File: config.mk
export PLATFORM = sky130hd
export DESIGN_NAME = alu_exec_unit
export DESIGN_NICKNAME = d
export VERILOG_FILES = /design/src/rtl/alu_exec_unit.sv
export SDC_FILE = /design/constraint.sdc
export NUM_CORES = 1
export LEC_CHECK = 0
export CAP_MARGIN = 20
export CORE_ASPECT_RATIO = 0.5
export CORE_UTILIZATION = 51
export DETAILED_ROUTE_END_ITERATION = 16
export GPL_TIMING_DRIVEN = 1
export PLACE_DENSITY = 0.82
export SKIP_CTS_REPAIR_TIMING = 1
export SYNTH_ARGS = -nofsm -noshare
export SYNTH_HDL_FRONTEND = slang
export SYNTH_SLANG_ARGS = --single-unit
File: constraint.sdc
create_clock -name clk -period 0.91 [get_ports clk]
set_input_delay 0.091 -clock clk [delete_from_list [all_inputs] [get_ports clk]]
set_output_delay 0.091 -clock clk [all_outputs]
set_load 0.1 [all_outputs]
File: src/rtl/alu_exec_unit.sv
`default_nettype none
// ============================================================================
// Module   : alu_exec_unit
// Brief    : Registered ALU execute stage with {V,N,C,Z} flags register and
//            branch-condition evaluation. ALU_SERIAL_SHIFT_EN selects the
//            multi-cycle barrel-free shifter (shift by src_b[2:0]).
// Revision : 1.0 - initial release
// ============================================================================
module alu_exec_unit #(
  parameter int DATA_WIDTH = 8
) (
  input  logic                  clk,
  input  logic                  rst_n,
  input  logic                  start,
  input  logic [2:0]            alu_control,
  input  logic [DATA_WIDTH-1:0] src_a,
  input  logic [DATA_WIDTH-1:0] src_b,
  input  logic                  flags_we,
  input  logic                  flags_load,
  input  logic [3:0]            flags_in,
  input  logic [2:0]            cond,
  output logic [DATA_WIDTH-1:0] result,
  output logic [3:0]            flags,
  output logic                  busy,
  output logic                  done,
  output logic                  branch_taken
);

  localparam int MSB = DATA_WIDTH - 1;

  localparam logic [2:0] c_OP_ADD = 3'b000;
  localparam logic [2:0] c_OP_SUB = 3'b001;
  localparam logic [2:0] c_OP_AND = 3'b010;
  localparam logic [2:0] c_OP_OR  = 3'b011;
  localparam logic [2:0] c_OP_XOR = 3'b100;
  localparam logic [2:0] c_OP_LSL = 3'b101;
  localparam logic [2:0] c_OP_LSR = 3'b110;

  // Single-bit shift step: returns {carry_out, shifted_value}
  function automatic logic [DATA_WIDTH:0] shift1(input logic [2:0] op, input logic [MSB:0] v);
    case (op)
      c_OP_LSL: shift1 = {v[MSB], v[MSB-1:0], 1'b0};
      c_OP_LSR: shift1 = {v[0], 1'b0, v[MSB:1]};
      default:  shift1 = {v[0], v[MSB], v[MSB:1]};
    endcase
  endfunction

  function automatic logic [3:0] pack_flags(input logic [MSB:0] r, input logic c, input logic v);
    pack_flags = {v, r[MSB], c, (r == '0)};
  endfunction

  logic [DATA_WIDTH:0] w_sum;
  logic [DATA_WIDTH:0] w_diff;
  logic [MSB:0]        w_res;
  logic                w_c;
  logic                w_v;

  logic                w_done_nxt;
  logic [MSB:0]        w_res_nxt;
  logic                w_c_nxt;
  logic                w_v_nxt;
  logic                w_fwe_nxt;

  logic [MSB:0]        r_result;
  logic [3:0]          r_flags;
  logic                r_done;

  assign w_sum  = {1'b0, src_a} + {1'b0, src_b};
  assign w_diff = {1'b0, src_a} - {1'b0, src_b};

`ifdef ALU_SERIAL_SHIFT_EN
  // Immediate path sees a shift only when the amount is zero: pass A through.
  localparam logic c_SERIAL = 1'b1;
`else
  localparam logic c_SERIAL = 1'b0;
  logic [DATA_WIDTH:0] w_sh_a;
  assign w_sh_a = shift1(alu_control, src_a);
`endif

  always_comb begin
    w_res = src_a;
    w_c   = 1'b0;
    w_v   = 1'b0;
    case (alu_control)
      c_OP_ADD: begin
        w_res = w_sum[MSB:0];
        w_c   = w_sum[DATA_WIDTH];
        w_v   = (src_a[MSB] == src_b[MSB]) && (w_sum[MSB] != src_a[MSB]);
      end
      c_OP_SUB: begin
        w_res = w_diff[MSB:0];
        w_c   = w_diff[DATA_WIDTH];
        w_v   = (src_a[MSB] != src_b[MSB]) && (w_diff[MSB] != src_a[MSB]);
      end
      c_OP_AND: w_res = src_a & src_b;
      c_OP_OR:  w_res = src_a | src_b;
      c_OP_XOR: w_res = src_a ^ src_b;
      default: begin
        if (!c_SERIAL) begin
`ifndef ALU_SERIAL_SHIFT_EN
          w_res = w_sh_a[MSB:0];
          w_c   = w_sh_a[DATA_WIDTH];
`endif
        end
      end
    endcase
  end

`ifdef ALU_SERIAL_SHIFT_EN
  typedef enum logic [0:0] {
    S_IDLE  = 1'b0,
    S_SHIFT = 1'b1
  } state_t;

  state_t              r_state;
  state_t              w_state_nxt;
  logic [2:0]          r_cnt;
  logic [MSB:0]        r_sh;
  logic [2:0]          r_op;
  logic                r_fwe;
  logic                w_is_shift;
  logic                w_launch;
  logic                w_imm;
  logic                w_fin;
  logic [DATA_WIDTH:0] w_step;

  assign w_is_shift = alu_control[2] & (alu_control[1:0] != 2'b00);
  assign w_step     = shift1(r_op, r_sh);

  always_comb begin
    w_state_nxt = r_state;
    w_launch    = 1'b0;
    w_imm       = 1'b0;
    w_fin       = 1'b0;
    case (r_state)
      S_IDLE: begin
        if (start) begin
          if (w_is_shift && (src_b[2:0] != 3'd0)) begin
            w_launch    = 1'b1;
            w_state_nxt = S_SHIFT;
          end else begin
            w_imm = 1'b1;
          end
        end
      end
      S_SHIFT: begin
        if (r_cnt == 3'd1) begin
          w_fin       = 1'b1;
          w_state_nxt = S_IDLE;
        end
      end
      default: w_state_nxt = S_IDLE;
    endcase
  end

  always_ff @(posedge clk or negedge rst_n) begin
    if (!rst_n) r_state <= S_IDLE;
    else        r_state <= w_state_nxt;
  end

  always_ff @(posedge clk or negedge rst_n) begin
    if (!rst_n) begin
      r_cnt <= 3'd0;
      r_sh  <= '0;
      r_op  <= 3'd0;
      r_fwe <= 1'b0;
    end else if (w_launch) begin
      r_cnt <= src_b[2:0];
      r_sh  <= src_a;
      r_op  <= alu_control;
      r_fwe <= flags_we;
    end else if (r_state == S_SHIFT) begin
      r_cnt <= r_cnt - 3'd1;
      r_sh  <= w_step[MSB:0];
    end
  end

  // The last step's shifted-out bit becomes C; V is always clear for shifts.
  assign w_done_nxt = w_imm | w_fin;
  assign w_res_nxt  = w_fin ? w_step[MSB:0] : w_res;
  assign w_c_nxt    = w_fin ? w_step[DATA_WIDTH] : w_c;
  assign w_v_nxt    = w_fin ? 1'b0 : w_v;
  assign w_fwe_nxt  = w_fin ? r_fwe : flags_we;
  assign busy       = (r_state == S_SHIFT);
`else
  assign w_done_nxt = start;
  assign w_res_nxt  = w_res;
  assign w_c_nxt    = w_c;
  assign w_v_nxt    = w_v;
  assign w_fwe_nxt  = flags_we;
  assign busy       = 1'b0;
`endif

  // flags_load takes priority over a same-edge operation commit.
  always_ff @(posedge clk or negedge rst_n) begin
    if (!rst_n) begin
      r_result <= '0;
      r_flags  <= 4'd0;
      r_done   <= 1'b0;
    end else begin
      r_done <= w_done_nxt;
      if (w_done_nxt) r_result <= w_res_nxt;
      if (flags_load)
        r_flags <= flags_in;
      else if (w_done_nxt && w_fwe_nxt)
        r_flags <= pack_flags(w_res_nxt, w_c_nxt, w_v_nxt);
    end
  end

  always_comb begin
    branch_taken = 1'b0;
    case (cond)
      3'b000:  branch_taken = r_flags[0];
      3'b001:  branch_taken = ~r_flags[0];
      3'b010:  branch_taken = r_flags[1];
      3'b011:  branch_taken = ~r_flags[1];
      3'b100:  branch_taken = r_flags[2] ^ r_flags[3];
      3'b101:  branch_taken = 1'b1;
      default: branch_taken = 1'b0;
    endcase
  end

  assign result = r_result;
  assign flags  = r_flags;
  assign done   = r_done;

endmodule
`default_nettype wire
==> qor.yml, run 1 <==
status:
  status: "stopped before the end"
  stop_stage: "global routing (5_1_grt)"
  tool.error: "[ERROR DPL-0038] Utilization greater than 100%, impossible to legalize"
synthesis:
  yosys-top-cells-count: "nor2_1, ha_1, inv_1"
  ys.flop_type: "dfrtp_1"
  synth_warnings: 0
  synth_fp_nets: 311
  synth-seq-cells: 13
  yosysSeqAreaShare_pct: 16.7
  synth.avg_cell_area_um2: 7.68
  synthArstFlopShare_pct: 100
  yosysMostFrequentCell: "nor2_1"
  synth_largest_area_cell: "dfrtp_1"
  synthTopCellsByArea: "dfrtp_1, ha_1, a21oi_1"
  synth_edf_count: 0
  synth_top_area_share_pct: 16.7
  synth_area_um2: 1950
  synthCells: 254
  synthDistinctLibCells: 58
clock_network:
  cts_made_buffers: 3
  clockRootBuffer: "clkbuf_8"
  h-tree-depth: 1
  cts_sinks: 13
  clk_path_buf_depth: 2
floorplanning:
  initial_core_util_pct: 55.0
  pin_count: 46
  fp.dieH_um: 45.7
  rows: 15
  die_w_um: 89.5
global_route:
  grt_max_degree: 28
place:
  globalplace.congestion: 1.10
  hpwlAfterDp_um: 6320
  portBuffers: 44
  post-place-ws_ns: -1.84
timing:
  worst-ep-kind: "sequential cell input"
  worstEndpointGrtRepair: "flags[0]$_DFFE_PN0P_/D"
## cells by family after synthesis
kind of cell	after synthesis	synth area share, %
mux	7	3.85
xor+xnor	7	3.14
fa+ha+maj	26	17.4
simple gates	74	17.2
other cells	1	0.192
buf+inv	43	10.0
compound gates	83	31.5
flops	13	16.7
## stage by stage
stage               instance area [um2]  cells  hold WS (ns)  util, %
detailed placement                 3300    416         0.422     93.1
CTS                                3350    420         0.168     94.3
floorplan                          2110    254        -0.205        -
global placement                   3300    416         0.406     93.1
==> inputs of run 2 (changes only) <==
--- a/config.mk
+++ b/config.mk
@@ -6,11 +6,10 @@
 export NUM_CORES = 1
 export LEC_CHECK = 0
 export CAP_MARGIN = 20
-export CORE_ASPECT_RATIO = 0.5
-export CORE_UTILIZATION = 51
+export CORE_UTILIZATION = 38
 export DETAILED_ROUTE_END_ITERATION = 16
 export GPL_TIMING_DRIVEN = 1
-export PLACE_DENSITY = 0.82
+export PLACE_DENSITY_LB_ADDON = 0.15
 export SKIP_CTS_REPAIR_TIMING = 1
 export SYNTH_ARGS = -nofsm -noshare
 export SYNTH_HDL_FRONTEND = slang
==> qor.yml, run 2 <==
worst_setup_path:
  critPathRequiredTime_ns: 1.06
  cp_max_fo: 3
  start_kind: "input port"
  cp-end-kind: "register"
  rr_worst_depth: 5
  critPathArrivalTime_ns: 2.18
  r2r_slack_ns: -0.12
  path_class: "input port to register"
timing:
  finalHoldViolCount: 0
  finClkSkew_ns: 0
  final_max_slew_viol_count: 0
  max_freq_ghz: 0.491
  whs_ns: 0.163
  finalCritPeriodShare_pct: 224
  fin_tns_setup_ns: -11.13
  fin_ws_ns: -1.13
  rsz0062_at_grt: "true"
  final-setup-viol-count: 25
  min_period_ns: 2.04
global_route:
  grt_pass1_wl_um: 10000
  antenna_found_initial: 0
  grt_pass1_vias: 2214
  grt_overflow: 0
  grt_max_degree: 21
  track_usage_pct: 23.4
clock_network:
  h-tree-depth: 1
  clockRootBuffer: "clkbuf_8"
  clk_pin_slew_ns: 0.05
  cts_tree: "done"
  cts_sinks: 13
  clk_path_buf_depth: 2
  cts_made_buffers: 3
  clock_latency_ns: 0.23
cells_and_area:
  multi_input_area_um2: 1760
  final_cell_mix: "buf_4, nor2_1, nand2_1, a21oi_1, ha_1"
  drive_above_1_share_pct: 53.6
  largest_register_ffs: 8
  final_util_pct: 79.0
  final_common_cell: "buf_4"
  final_cell_area_um2: 3810
  regArea_um2: 349
  nFillCells: 337
  finish.net_count: 450
  num_antenna_cells: 0
  area_delta_synth_final_pct: 95.2
  fin_cells: 459
floorplanning:
  pin_count: 46
  fp.dieH_um: 73.6
  dieArea_um2: 5420
  die_w_um: 73.6
  initial_core_util_pct: 40.5
  design.core.area_um2: 4820
  rows: 25
synthesis:
  synth_largest_area_cell: "dfrtp_1"
  synthTopCellsByArea: "dfrtp_1, ha_1, a21oi_1"
  synth_area_um2: 1950
  synth-seq-cells: 13
  yosysSeqAreaShare_pct: 16.7
  synthDistinctLibCells: 58
  synthCells: 254
  synth_top_area_share_pct: 16.7
  synth.avg_cell_area_um2: 7.68
  yosysMostFrequentCell: "nor2_1"
  ys.flop_type: "dfrtp_1"
  yosys-top-cells-count: "nor2_1, ha_1, inv_1"
  synth_fp_nets: 311
  synthArstFlopShare_pct: 100
  synth_warnings: 0
  synth_edf_count: 0
detailed_routing:
  drc: 0
  wl_per_cell_um: 15.4
  routed_wl_um: 7070
  ant_nets: 0
  vias: 2474
  routed_via_density: 5.39
  firstDrtPassIters: 5
  initialDrtViolationCount: 188
power_and_ir_drop:
  p_leak_nw: 1.83
  power_density_nw_per_um2: 1100
  finalPower_mw: 4.18
  ir_drop_v: 0.000772
status:
  violations: "setup timing"
  status: "complete, but fails checks"
place:
  portBuffers: 44
  dp.cells: 442
  globalplace.congestion: 0.928
  post-place-ws_ns: -1.74
  hpwlAfterDp_um: 5050
  post_dp_cell_area_um2: 3400
job:
  cap_violations: 0
worst_hold_path:
  hp-class: "input port to async pin"
-- run 2: critical path, stage by stage --
cell,delay (ns)
buf_6,0.11
ha_4,0.16
fa_2,0.35
a2111o_1,0.42
o211a_1,0.14
a311oi_2,0.31
and4b_1,0.26
o2111ai_2,0.12
o31ai_2,0.22
-- run 2: cells by family (layout without fill, tap and decap cells) --
group                      after synthesis  in the layout  share of synthesized area [%]
buffers and inverters                   43            181                           10.0
DFF                                     13             13                           16.7
adders and majority gates               26             26                           17.4
and+or+nand+nor                         74             74                           17.2
other                                    1              1                          0.192
muxes                                    7              7                           3.85
xor gates and xnor gates                 7              7                           3.14
AOI/OAI and AO/OA                       83             83                           31.5
-- run 2: power breakdown --
part	switching, mW	leakage (nW)	internal [mW]
Sequential	0.0792	0.141	0.675
Combinational	1.57	1.66	1.37
Clock	0.187	0.0228	0.308
-- run 2: metal layers --
metal  up-vias  global-route usage, %  wire length (um)
li1       1182                      -                 -
met1      1143                   31.0              2890
met2       125                   41.1              3570
met3        24                   2.19               448
met4         0                   5.13               162
met5         -                      0                 0
-- run 2: worst paths after layout --
check | to | startpoint
hold / removal | result[0] | rst_n
setup / recovery | flags[0] | src_a[0]
min in group clk | flags[2] | flags_in[2]
hold reg to reg | result[3] | result[3]
max in group asynchronous | flags[3] | rst_n
setup reg to reg | flags[1] | flags[1]
-- run 2: area by class of cell --
type / instances / share of cell area (%)
Clock buffer: 4 / 1.18
Inverter: 27 / 2.86
Multi-Input combinational cell: 198 / 46.3
Sequential cell: 13 / 9.17
Tap cell: 67 / 2.20
Timing Repair Buffer: 150 / 38.3
No activity file was read; power rests on OpenSTA's default activity.
